## src/rtl/serial_subtractor.sv

```systemverilog
// serial_subtractor: bit-serial unsigned subtractor (data1 - data2), LSB first.
// One full-subtractor cell plus a borrow flop. A start/done handshake launches
// an operation and delivers the difference, final borrow and zero flag.
module serial_subtractor #(
    parameter int WIDTH = 8
) (
    input  logic             clk,
    input  logic             rst,
    input  logic             start,
    input  logic [WIDTH-1:0] data1,
    input  logic [WIDTH-1:0] data2,
    output logic             busy,
    output logic             done,
    output logic [WIDTH-1:0] result,
    output logic             borrow,
    output logic             zero
);

    localparam int CW = $clog2(WIDTH);
    localparam logic [CW-1:0] LAST_BIT = CW'(WIDTH - 1);

    typedef enum logic [1:0] {
        IDLE = 2'd0,
        RUN  = 2'd1,
        DONE = 2'd2
    } state_t;

    state_t           state_reg,  state_next;
    logic [WIDTH-1:0] a_reg,      a_next;
    logic [WIDTH-1:0] b_reg,      b_next;
    logic [WIDTH-1:0] diff_reg,   diff_next;
    logic             br_reg,     br_next;
    logic [CW-1:0]    cnt_reg,    cnt_next;
    logic [WIDTH-1:0] result_reg, result_next;
    logic             borrow_reg, borrow_next;
    logic             zero_reg,   zero_next;

    // Full-subtractor cell operating on the current LSBs and the borrow flop.
    logic             bit_a;
    logic             bit_b;
    logic             d_bit;
    logic             br_bit;
    logic [WIDTH-1:0] diff_shift;
    logic [WIDTH-1:0] a_shift;
    logic [WIDTH-1:0] b_shift;

    assign bit_a  = a_reg[0];
    assign bit_b  = b_reg[0];
    assign d_bit  = bit_a ^ bit_b ^ br_reg;
    assign br_bit = (~bit_a & bit_b) | (~(bit_a ^ bit_b) & br_reg);

    // Difference fills from the MSB end so that after WIDTH shifts bit 0 of
    // the first cycle lands in bit 0 of the result.
    assign diff_shift = {d_bit, diff_reg[WIDTH-1:1]};

    // Operand shift registers move right by one per RUN cycle, zero-filled.
    assign a_shift[WIDTH-1] = 1'b0;
    assign b_shift[WIDTH-1] = 1'b0;
    generate
        for (genvar gi = 0; gi < WIDTH - 1; gi++) begin : g_shift
            assign a_shift[gi] = a_reg[gi+1];
            assign b_shift[gi] = b_reg[gi+1];
        end
    endgenerate

    // Next-state and datapath update; every register holds unless told otherwise.
    always_comb begin
        state_next  = state_reg;
        a_next      = a_reg;
        b_next      = b_reg;
        diff_next   = diff_reg;
        br_next     = br_reg;
        cnt_next    = cnt_reg;
        result_next = result_reg;
        borrow_next = borrow_reg;
        zero_next   = zero_reg;

        case (state_reg)
            IDLE: begin
                if (start) begin
                    a_next     = data1;
                    b_next     = data2;
                    diff_next  = '0;
                    br_next    = 1'b0;
                    cnt_next   = '0;
                    state_next = RUN;
                end
            end
            RUN: begin
                a_next    = a_shift;
                b_next    = b_shift;
                diff_next = diff_shift;
                br_next   = br_bit;
                cnt_next  = cnt_reg + CW'(1);
                if (cnt_reg == LAST_BIT) begin
                    // Publish using the value being shifted in this cycle.
                    result_next = diff_shift;
                    borrow_next = br_bit;
                    zero_next   = (diff_shift == '0);
                    state_next  = DONE;
                end
            end
            DONE: begin
                state_next = IDLE;
            end
            default: begin
                state_next = IDLE;
            end
        endcase
    end

    // State and datapath registers with synchronous reset.
    always_ff @(posedge clk) begin
        if (rst) begin
            state_reg  <= IDLE;
            a_reg      <= '0;
            b_reg      <= '0;
            diff_reg   <= '0;
            br_reg     <= 1'b0;
            cnt_reg    <= '0;
            result_reg <= '0;
            borrow_reg <= 1'b0;
            zero_reg   <= 1'b0;
        end else begin
            state_reg  <= state_next;
            a_reg      <= a_next;
            b_reg      <= b_next;
            diff_reg   <= diff_next;
            br_reg     <= br_next;
            cnt_reg    <= cnt_next;
            result_reg <= result_next;
            borrow_reg <= borrow_next;
            zero_reg   <= zero_next;
        end
    end

    // Status decodes come straight from the state register.
    assign busy   = (state_reg != IDLE);
    assign done   = (state_reg == DONE);
    assign result = result_reg;
    assign borrow = borrow_reg;
    assign zero   = zero_reg;

endmodule
```

## config.mk

```make
export PLATFORM = sky130hd
export DESIGN_NAME = serial_subtractor
export DESIGN_NICKNAME = d
export VERILOG_FILES = /design/src/rtl/serial_subtractor.sv
export SDC_FILE = /design/constraint.sdc
export NUM_CORES = 1
export LEC_CHECK = 0
export BUFFER_PORTS_ARGS = -buffer_cell sky130_fd_sc_hd__buf_2
export CAP_MARGIN = 5
export CORE_MARGIN = 4
export CORE_UTILIZATION = 38
export DETAILED_ROUTE_END_ITERATION = 6
export GPL_TIMING_DRIVEN = 0
export SLEW_MARGIN = 25
export SYNTH_ARGS = -nofsm -noshare
export SYNTH_HDL_FRONTEND = slang
export SYNTH_SLANG_ARGS = --single-unit
```

## constraint.sdc

```tcl
create_clock -name clk -period 1.8 [get_ports clk]
set_input_delay 0.54 -clock clk [delete_from_list [all_inputs] [get_ports clk]]
set_output_delay 0.54 -clock clk [all_outputs]
set_load 0.03 [all_outputs]
```

======== Word-level counts from Yosys, hierarchy flattened ========
Cells that the tools add are included.
storage, ports and cells
  register bits ........................... 40
operators by class
  add/subtract/negate cells ............... 1
  equal/unequal tests ..................... 5
  mux-type cells .......................... 13
  bitwise logic cells ..................... 7
  reduce and logical (&&, ||, !) cells .... 7
operator list
  cell                 count
  $pmux 8 s2           3
  $mux 8               3
  $logic_not 8->1      1
  $pmux 3 s2           1
  $reduce_and 2->1     3
  $mux 2               2
  $ne 2x2->1 const B   2
  $pmux 2 s2           1
  $reduce_bool 2->1    2
  $add 3x1->3 const B  1
  $eq 3x3->1 const B   1
  $mux 3               1
  $and 1x1->1          2
  $eq 2x1->1 const B   1
  $eq 2x2->1 const B   1
  $logic_not 2->1      1
  $not 1->1            2
  $pmux 1 s2           1
  $xor 1x1->1          2
  $mux 1               1
  $or 1x1->1           1

======== Logic depth before layout (Yosys ltp) ========
Gate-level depths: netlist of the first run.
  word-level depth ........................ 5
  mapped depth ............................ 6
  mapped depth without buffers ............ 5

======== Worst setup path before layout of the first run ========
No wires, ideal clock.
  path type ............................... flip-flop to output port
  start point ............................. reg state_reg[1]
  end point ............................... out done
  arrival ................................. 1,252 ps
  setup slack ............................. 8 ps
  stages on the path, launching flop included .. 4
  cells stage by stage .................... dfxtp_1 buf_2 buf_1 nor2b_1
on the way
  word-level cells in the longest chain between the ends .. 1
ends and longest elaborated chain
  what                    line  text
  from (decl)             28    state_t state_reg, state_next;
  from (signal assigned)  125   state_reg <= state_next;
  $eq 2x2->1              139   assign done = (state_reg == DONE);
  to (decl)               13    output logic done,
No other way between the ends.

======== Worst setup path after layout of the first run ========
Same ends and word-level chain as after synthesis.

==> run_summary.xml, run 1 <==
<?xml version="1.0" encoding="UTF-8"?>
<metrics>
  <group name="clock_tree">
    <metric name="cts_tree" unit="">done</metric>
    <metric name="insertion_delay" unit="ps">290</metric>
    <metric name="worst_setup_hold_path_clk_slew" unit="ps">70</metric>
    <metric name="cts_max_level" unit="">2</metric>
    <metric name="cts_root_buf" unit="">clkbuf_8</metric>
    <metric name="ctsHoldBuffers" unit="">0</metric>
    <metric name="numClockSinks" unit="">39</metric>
    <metric name="clock_path_buffers" unit="">2</metric>
    <metric name="numCtsBuffers" unit="">5</metric>
  </group>
  <group name="floorplanning">
    <metric name="die_w" unit="um">74.4</metric>
    <metric name="std_cell_rows" unit="">23</metric>
    <metric name="core_area" unit="mm^2">0.00414</metric>
    <metric name="die_area" unit="mm^2">0.00554</metric>
    <metric name="die_h" unit="um">74.4</metric>
    <metric name="top_level_ports" unit="">31</metric>
    <metric name="floorplan.initialDensity" unit="%">40.5</metric>
  </group>
  <group name="logic_synthesis">
    <metric name="netlist_top_cells_area" unit="">dfxtp_1 47%, a21oi_1 6.9%, nor2_1 6.5%, or3b_1 5.7%, a22oi_1 4.5%</metric>
    <metric name="netlist_area" unit="mm^2">0.00168</metric>
    <metric name="synth.yosys.seq_area_share" unit="%">46.6</metric>
    <metric name="synth_cell_types" unit="">30</metric>
    <metric name="post_synth.cell_area_avg" unit="um^2">8.60</metric>
    <metric name="synth.net_count" unit="">217</metric>
    <metric name="synth_warnings" unit="">0</metric>
    <metric name="synth-seq-cells" unit="">39</metric>
    <metric name="synthCells" unit="">195</metric>
    <metric name="synth_largest_area_cell" unit="">dfxtp_1</metric>
    <metric name="synth_top_area_share" unit="%">46.6</metric>
  </group>
  <group name="sta">
    <metric name="fmax" unit="MHz">578</metric>
    <metric name="share_of_the_clock_period_used_by_the_worst_path" unit="%">96.2</metric>
    <metric name="fin_setup_tns" unit="ps">0</metric>
    <metric name="tightest_slew" unit="ps">505</metric>
    <metric name="finalMaxSlewViolations" unit="">0</metric>
    <metric name="clock_skew" unit="ps">11.2</metric>
    <metric name="setup_repair_after_global_routing_missed_its_margin" unit="">false</metric>
    <metric name="finalSetupViolations" unit="">0</metric>
    <metric name="max-slew-margin-rel" unit="%">66.3</metric>
    <metric name="report.final.hold_viol_count" unit="">0</metric>
    <metric name="worst_slack" unit="ps">69.3</metric>
    <metric name="timing.final.crit_period" unit="ps">1730</metric>
  </group>
  <group name="worst_setup_path">
    <metric name="slowest_stage" unit="">dfxtp_2</metric>
    <metric name="reg2reg_from" unit="">cnt_reg[0]</metric>
    <metric name="critical_path.cell_chain" unit="">buf_8 -&gt; buf_8 -&gt; nor2b_1 -&gt; buf_4</metric>
    <metric name="path_common_cell" unit="">buf_8</metric>
    <metric name="arrival" unit="ps">1190</metric>
    <metric name="crit_buf_inv" unit="">3</metric>
    <metric name="critPathLaunch" unit="">state_reg[1]</metric>
    <metric name="cp-start-kind" unit="">register</metric>
    <metric name="critical_path_type" unit="">reg -&gt; out</metric>
    <metric name="crit_family" unit="">buffers and inverters</metric>
    <metric name="cp_max_fo" unit="">10</metric>
    <metric name="crit_path_max_incr_delay" unit="ps">360</metric>
    <metric name="cp-end-kind" unit="">output pin</metric>
    <metric name="worst-endpoint-required" unit="ps">1260</metric>
  </group>
  <group name="finish">
    <metric name="finalInstanceArea" unit="mm^2">0.00201</metric>
    <metric name="area.growth.synth_to_final" unit="%">20.1</metric>
    <metric name="fin_util" unit="%">48.6</metric>
    <metric name="num-nets-final" unit="">254</metric>
    <metric name="post_route_cells_drive_above_1_share" unit="%">22.7</metric>
    <metric name="diodes" unit="">0</metric>
    <metric name="filler_cell_count" unit="">441</metric>
  </group>
  <group name="pwr">
    <metric name="power_frac_seq" unit="%">54.2</metric>
    <metric name="clock_power_share" unit="%">33.8</metric>
    <metric name="ir_drop" unit="uV">536</metric>
    <metric name="switching_power" unit="uW">431</metric>
    <metric name="p_leak" unit="nW">0.838</metric>
    <metric name="power_report.internal_total" unit="mW">1.27</metric>
    <metric name="p_per_area" unit="mW/mm^2">844</metric>
    <metric name="power.share.combinational" unit="%">12.1</metric>
    <metric name="p_sw_share" unit="%">25.4</metric>
  </group>
  <group name="drt">
    <metric name="antenna_violating_nets_post_route" unit="">0</metric>
    <metric name="routed_met2_length" unit="um">1610</metric>
    <metric name="drt_wl_total" unit="um">3730</metric>
    <metric name="remaining_drc_errors" unit="">0</metric>
    <metric name="dr.pass1.iters" unit="">4</metric>
    <metric name="wl_met1" unit="um">1900</metric>
    <metric name="detailroute.via_count" unit="">1402</metric>
    <metric name="routed.top_layer" unit="">met4</metric>
    <metric name="wl_per_cell" unit="um">13.2</metric>
    <metric name="route.met3.wl" unit="um">167</metric>
    <metric name="drt_iter0_markers" unit="">69</metric>
    <metric name="post_drt_via_cell_ratio" unit="">4.95</metric>
  </group>
  <group name="global_routing">
    <metric name="globalRoute.totalOverflow" unit="">0</metric>
    <metric name="grt_start_max_net_pins" unit="">12</metric>
    <metric name="antenna_found_initial" unit="">0</metric>
    <metric name="grt_usage" unit="%">14.6</metric>
    <metric name="grt_first_pass_wirelength" unit="um">6100</metric>
    <metric name="grt_pass1_vias" unit="">1300</metric>
  </group>
  <group name="min_path">
    <metric name="worst_min_delay_path_class" unit="">reg -&gt; reg</metric>
    <metric name="hold_start" unit="">result[3]</metric>
  </group>
  <group name="place">
    <metric name="pre_cts_slack" unit="ps">-54.4</metric>
    <metric name="dpl-instance-area" unit="mm^2">0.00188</metric>
    <metric name="place.gp.congestion" unit="">0.792</metric>
    <metric name="detailed_place_hpwl" unit="um">2670</metric>
    <metric name="portBuffers" unit="">29</metric>
  </group>
  <group name="flow_run">
    <metric name="maxCapViolations" unit="">0</metric>
  </group>
  <group name="run_status">
    <metric name="status" unit="">finished, final reports clean</metric>
  </group>
</metrics>
[area by class of cell]
cell class	count	area [um^2]	share of cell area, %
multi-input cells	138	812	40.3
flip-flops and latches	39	783	38.9
repair buffers	30	155	7.71
plain buffers	14	104	5.16
clock buffers	7	76.3	3.79
well taps	50	62.6	3.11
inverters	4	15.0	0.746
clock inverters	1	5.00	0.249
[power by group through the flow]
stage	logic (mW)	clock network, mW	registers (mW)
final	0.205	0.574	0.921
after global routing	0.231	0.623	0.925
after CTS	0.206	0.586	0.920
after detailed placement	0.203	0	0.940
after global placement	0.201	0	0.939
after floorplan	0.147	0	0.935
[cells in the mapped netlist, drive strengths merged]
cell type,count
nor2,29
nand3b,1
inv,4
nor2b,1
fa,1
clkbuf,6
a21oi,23
mux2i,1
o21bai,1
nand2b,12
and2b,1
and3b,1
dfxtp,39
nand2,17
or2b,2
buf,8
o21ba,1
nand3,1
a32oi,2
nor4,2
ha,2
or3b,14
a22oi,10
a211oi,3
nor3,13
[what timing repair did]
item                                   4_1_cts  5_1_grt
setup buffers                                0        1
resized for setup                           10        4
gates cloned                                 0        0
setup endpoints to repair                    2        2
endpoints found under the hold margin        0        0
[tightest hold or removal path: stages (launching register included)]
cell     delay (ps)
dfxtp_1         310
nand2_1          50
a21oi_1          50
[kinds of logic after synthesis]
kind of cell	synth area share (%)
AO/OA/AOI/OAI	14.8
adder cells (fa/ha/maj)	2.69
buffers and inverters	5.45
flip-flops	46.6
multiplexers	0.597
AND/OR/NAND/NOR	29.9
[worst paths after layout]
| check | end | slack, ps | cells after the start |
|---|---|---|---|
| setup / recovery | done | 70 | 4 |
| setup reg to reg | borrow | 370 | 5 |
| hold reg to reg | result[3] | 450 | 2 |
| hold / removal | result[3] | 450 | 2 |
[cells in the final DEF, fill, tap and decap left out, drive strengths merged]
cell type	count
and3b	1
a22oi	10
and2b	1
a21oi	23
ha	2
nor2b	1
dfxtp	39
a32oi	2
nor3	13
o21ba	1
nand3	1
nor2	29
or3b	14
or2b	2
nand3b	1
inv	4
o21bai	1
fa	1
clkinv	1
nor4	2
mux2i	1
nand2b	12
a211oi	3
buf	38
clkbuf	13
nand2	17
[stage by stage]
| stage | instances | power, mW | hold WS [ps] |
|---|---|---|---|
| 2_1_floorplan | 195 | 1.08 | 445 |
| 3_3_place_gp | 274 | 1.14 | 442 |
| 3_5_place_dp | 274 | 1.14 | 443 |
| 4_1_cts | 282 | 1.71 | 453 |
| 5_1_grt | 283 | 1.78 | 474 |
| 6_report | 283 | 1.70 | 451 |
[routing by layer]
layer / track usage, % / up-vias
met2: 21.8 / 23
met4: 4.74 / 0
met5: 0 / -
li1: - / 741
met1: 19.8 / 632
met3: 5.00 / 6
(Power assumes the default switching activity.)
==> run 2: changes to the inputs <==
--- a/config.mk
+++ b/config.mk
@@ -5,6 +5,7 @@
 export SDC_FILE = /design/constraint.sdc
 export NUM_CORES = 1
 export LEC_CHECK = 0
+export ABC_AREA = 1
 export BUFFER_PORTS_ARGS = -buffer_cell sky130_fd_sc_hd__buf_2
 export CAP_MARGIN = 5
 export CORE_MARGIN = 4
==> run 2 against run 1 <==
Clock skew shrank 6.5 ps. Synthesized area grew 4.3%. Die area grew 3.9%. Worst hold slack gained 12 ps. Flip-flop and latch count is the same. Critical path type unchanged. Largest cell class is now sequential cells.
==> run_summary.xml, run 2 <==
<?xml version="1.0" encoding="UTF-8"?>
<metrics>
  <group name="run_status">
    <metric name="status" unit="">finished, final reports clean</metric>
  </group>
  <group name="logic_synthesis">
    <metric name="synth_warnings" unit="">0</metric>
    <metric name="synth_largest_area_cell" unit="">dfxtp_1</metric>
    <metric name="synthMostInstantiatedCell" unit="">nand2_1</metric>
    <metric name="synth_top_area_share" unit="%">44.6</metric>
    <metric name="netlist_top_cells_area" unit="">dfxtp_1 45%, nand2_1 22%, a21oi_1 7.7%, inv_1 7.7%, nor2_1 5.2%</metric>
    <metric name="synthCells" unit="">260</metric>
    <metric name="synth_top_flop_cell" unit="">dfxtp_1</metric>
    <metric name="synth_cell_types" unit="">17</metric>
    <metric name="synthArstFlopShare" unit="%">0</metric>
    <metric name="synth-seq-cells" unit="">39</metric>
    <metric name="synth.net_count" unit="">282</metric>
    <metric name="synth.cells.most_frequent" unit="">101 x nand2_1, 39 x dfxtp_1, 36 x inv_1</metric>
    <metric name="synth_edf_count" unit="">0</metric>
    <metric name="netlist_area" unit="mm^2">0.00175</metric>
    <metric name="synth.yosys.seq_area_share" unit="%">44.6</metric>
    <metric name="post_synth.cell_area_avg" unit="um^2">6.73</metric>
  </group>
  <group name="finish">
    <metric name="layout_common_cells" unit="">101 x nand2_1, 39 x dfxtp_1, 36 x inv_1, 31 x buf_2, 27 x a21oi_1</metric>
    <metric name="multi_input_comb_area" unit="um^2">749</metric>
    <metric name="area.sequential" unit="um^2">781</metric>
    <metric name="diodes" unit="">0</metric>
    <metric name="filler_cell_count" unit="">465</metric>
    <metric name="area.growth.synth_to_final" unit="%">19.9</metric>
    <metric name="layout.cells.most_common" unit="">nand2_1</metric>
    <metric name="post_route_cells_drive_above_1_share" unit="%">16.5</metric>
    <metric name="num-nets-final" unit="">318</metric>
    <metric name="final-instance-count-excl-fill" unit="">349</metric>
  </group>
  <group name="clock_tree">
    <metric name="cts_post_setup_buffers_inserted" unit="">0</metric>
    <metric name="worst_setup_hold_path_clk_slew" unit="ps">70</metric>
    <metric name="clock_path_buffers" unit="">2</metric>
    <metric name="insertion_delay" unit="ps">290</metric>
    <metric name="cts_tree" unit="">done</metric>
    <metric name="ctsHoldBuffers" unit="">0</metric>
    <metric name="cts_max_level" unit="">2</metric>
    <metric name="numClockSinks" unit="">39</metric>
    <metric name="numCtsBuffers" unit="">5</metric>
    <metric name="cts_root_buf" unit="">clkbuf_8</metric>
  </group>
  <group name="drt">
    <metric name="detailroute.via_count" unit="">1586</metric>
    <metric name="wl_per_cell" unit="um">11.0</metric>
    <metric name="drt_iter0_markers" unit="">106</metric>
    <metric name="drt_wl_total" unit="um">3830</metric>
    <metric name="antenna_violating_nets_post_route" unit="">0</metric>
    <metric name="post_drt_via_cell_ratio" unit="">4.54</metric>
    <metric name="remaining_drc_errors" unit="">0</metric>
    <metric name="dr.pass1.iters" unit="">5</metric>
  </group>
  <group name="worst_setup_path">
    <metric name="ff_to_ff_setup_slack" unit="ps">420</metric>
    <metric name="critPathLaunch" unit="">state_reg[0]</metric>
    <metric name="endpoint" unit="">busy</metric>
    <metric name="cp_max_fo" unit="">19</metric>
    <metric name="worst_r2r_endpoint" unit="">result[0]</metric>
    <metric name="cp-end-kind" unit="">output pin</metric>
    <metric name="worst-r2r-cell-count" unit="">5</metric>
    <metric name="critical_path_type" unit="">reg -&gt; out</metric>
    <metric name="reg2reg_from" unit="">cnt_reg[0]</metric>
    <metric name="worst-endpoint-required" unit="ps">1260</metric>
    <metric name="cp-start-kind" unit="">register</metric>
    <metric name="arrival" unit="ps">1150</metric>
  </group>
  <group name="floorplanning">
    <metric name="core_area" unit="mm^2">0.00441</metric>
    <metric name="die_area" unit="mm^2">0.00575</metric>
    <metric name="top_level_ports" unit="">31</metric>
    <metric name="die_w" unit="um">75.8</metric>
    <metric name="std_cell_rows" unit="">24</metric>
    <metric name="floorplan.initialDensity" unit="%">39.6</metric>
    <metric name="die_h" unit="um">75.8</metric>
  </group>
  <group name="pwr">
    <metric name="ir_drop" unit="uV">510</metric>
    <metric name="p_per_area" unit="mW/mm^2">966</metric>
    <metric name="post-layout-total-power" unit="mW">2.03</metric>
    <metric name="p_leak" unit="nW">1.07</metric>
  </group>
  <group name="sta">
    <metric name="finalSetupViolations" unit="">0</metric>
    <metric name="clock_skew" unit="ps">4.77</metric>
    <metric name="share_of_the_clock_period_used_by_the_worst_path" unit="%">93.7</metric>
    <metric name="setup_repair_after_global_routing_missed_its_margin" unit="">false</metric>
    <metric name="tightest_slew" unit="ps">495</metric>
    <metric name="fin_setup_tns" unit="ps">0</metric>
    <metric name="report.final.hold_viol_count" unit="">0</metric>
    <metric name="fmax" unit="MHz">593</metric>
    <metric name="finalMaxSlewViolations" unit="">0</metric>
    <metric name="max-slew-margin-rel" unit="%">67.0</metric>
    <metric name="timing.final.crit_period" unit="ps">1690</metric>
  </group>
  <group name="min_path">
    <metric name="worst_min_delay_path_class" unit="">reg -&gt; reg</metric>
  </group>
  <group name="place">
    <metric name="portBuffers" unit="">30</metric>
    <metric name="numPlacedInstances" unit="">342</metric>
    <metric name="place.gp.congestion" unit="">0.738</metric>
    <metric name="detailed_place_hpwl" unit="um">2650</metric>
  </group>
  <group name="global_routing">
    <metric name="grt_usage" unit="%">14.4</metric>
    <metric name="antenna_found_initial" unit="">0</metric>
    <metric name="grt_pass1_vias" unit="">1415</metric>
    <metric name="grt_first_pass_wirelength" unit="um">6290</metric>
    <metric name="globalRoute.totalOverflow" unit="">0</metric>
    <metric name="grt_start_max_net_pins" unit="">20</metric>
  </group>
  <group name="flow_run">
    <metric name="maxCapViolations" unit="">0</metric>
  </group>
</metrics>
[run 2: changes by cell type after synthesis, moves of 4 or more]
cell	before	now
nand2_1	17	101
inv_1	4	36
nor3_1	13	0
nand2b_1	12	0
nand3_1	1	13
or3b_1	11	0
a22oi_1	10	0
nor2_1	29	24
a21oi_1	23	27
[run 2: worst max-delay path, stage by stage (launching register included)]
cell,delay (ps)
dfxtp_1,350
buf_6,200
nor2_2,70
inv_1,50
buf_2,180
[run 2: how the worst min path moves through the flow]
| stage | from | end | slack [ps] | cells past startpoint |
|---|---|---|---|---|
| final | result[0] | result[0] | 460 | 2 |
| after global routing | rst | cnt_reg[1] | 460 | 2 |
| after CTS | rst | diff_reg[1] | 460 | 2 |
| after detailed placement | br_reg | br_reg | 460 | 2 |
| after global placement | br_reg | br_reg | 450 | 2 |
| after floorplan | cnt_reg[1] | cnt_reg[1] | 440 | 2 |
[run 2: cell families after synthesis]
group / count (synthesis) / synth area share [%]
AO/OA/AOI/OAI: 30 / 9.23
adder cells (fa/ha/maj): 3 / 2.57
buffers and inverters: 49 / 12.7
flip-flops: 39 / 44.6
AND/OR/NAND/NOR: 139 / 30.9
[run 2: area by class of cell]
| cell class | count | share of cell area [%] |
|---|---|---|
| timing repair buffer | 30 | 7.28 |
| tap | 52 | 3.10 |
| sequential | 39 | 37.2 |
| buffer | 10 | 3.52 |
| multi-input combinational | 172 | 35.7 |
| inverter | 38 | 6.80 |
| clock buffer | 6 | 3.46 |
| clock inverter | 2 | 2.86 |
[run 2: per-stage QoR]
| stage | setup slack (ps) | hold WS, ps | utilization, % | instance area [um^2] |
|---|---|---|---|---|
| after floorplan | 245 | 437 | - | 1750 |
| after global placement | 248 | 449 | 44.5 | 1960 |
| after detailed placement | 273 | 458 | 44.5 | 1960 |
| after CTS | 70.8 | 460 | 47.4 | 2090 |
| after global routing | 27.4 | 465 | 47.5 | 2100 |
| final | 114 | 464 | 47.5 | 2100 |
[run 2: layer usage]
layer | track usage [%] | part of all wire [%] | vias to the layer above
met2 | 21.9 | 43 | 31
met1 | 19.6 | 51 | 697
met3 | 3.69 | 4.4 | 4
met4 | 5.24 | 1.3 | 0
met5 | 0 | 0 | -
li1 | - | - | 854
[run 2: what timing repair did]
| item | 4_1_cts | 5_1_grt |
|---|---|---|
| resized for setup | 1 | 1 |
| setup endpoints to repair | 1 | 1 |
| endpoints found under the hold margin | 0 | 0 |
[run 2: where the power goes]
part	leakage (nW)	internal (mW)	total [mW]	switching, mW
Clock	0.0654	0.554	0.871	0.317
Combinational	0.689	0.0935	0.238	0.144
Sequential	0.319	0.901	0.917	0.0155
Total	1.07	1.55	2.03	0.476
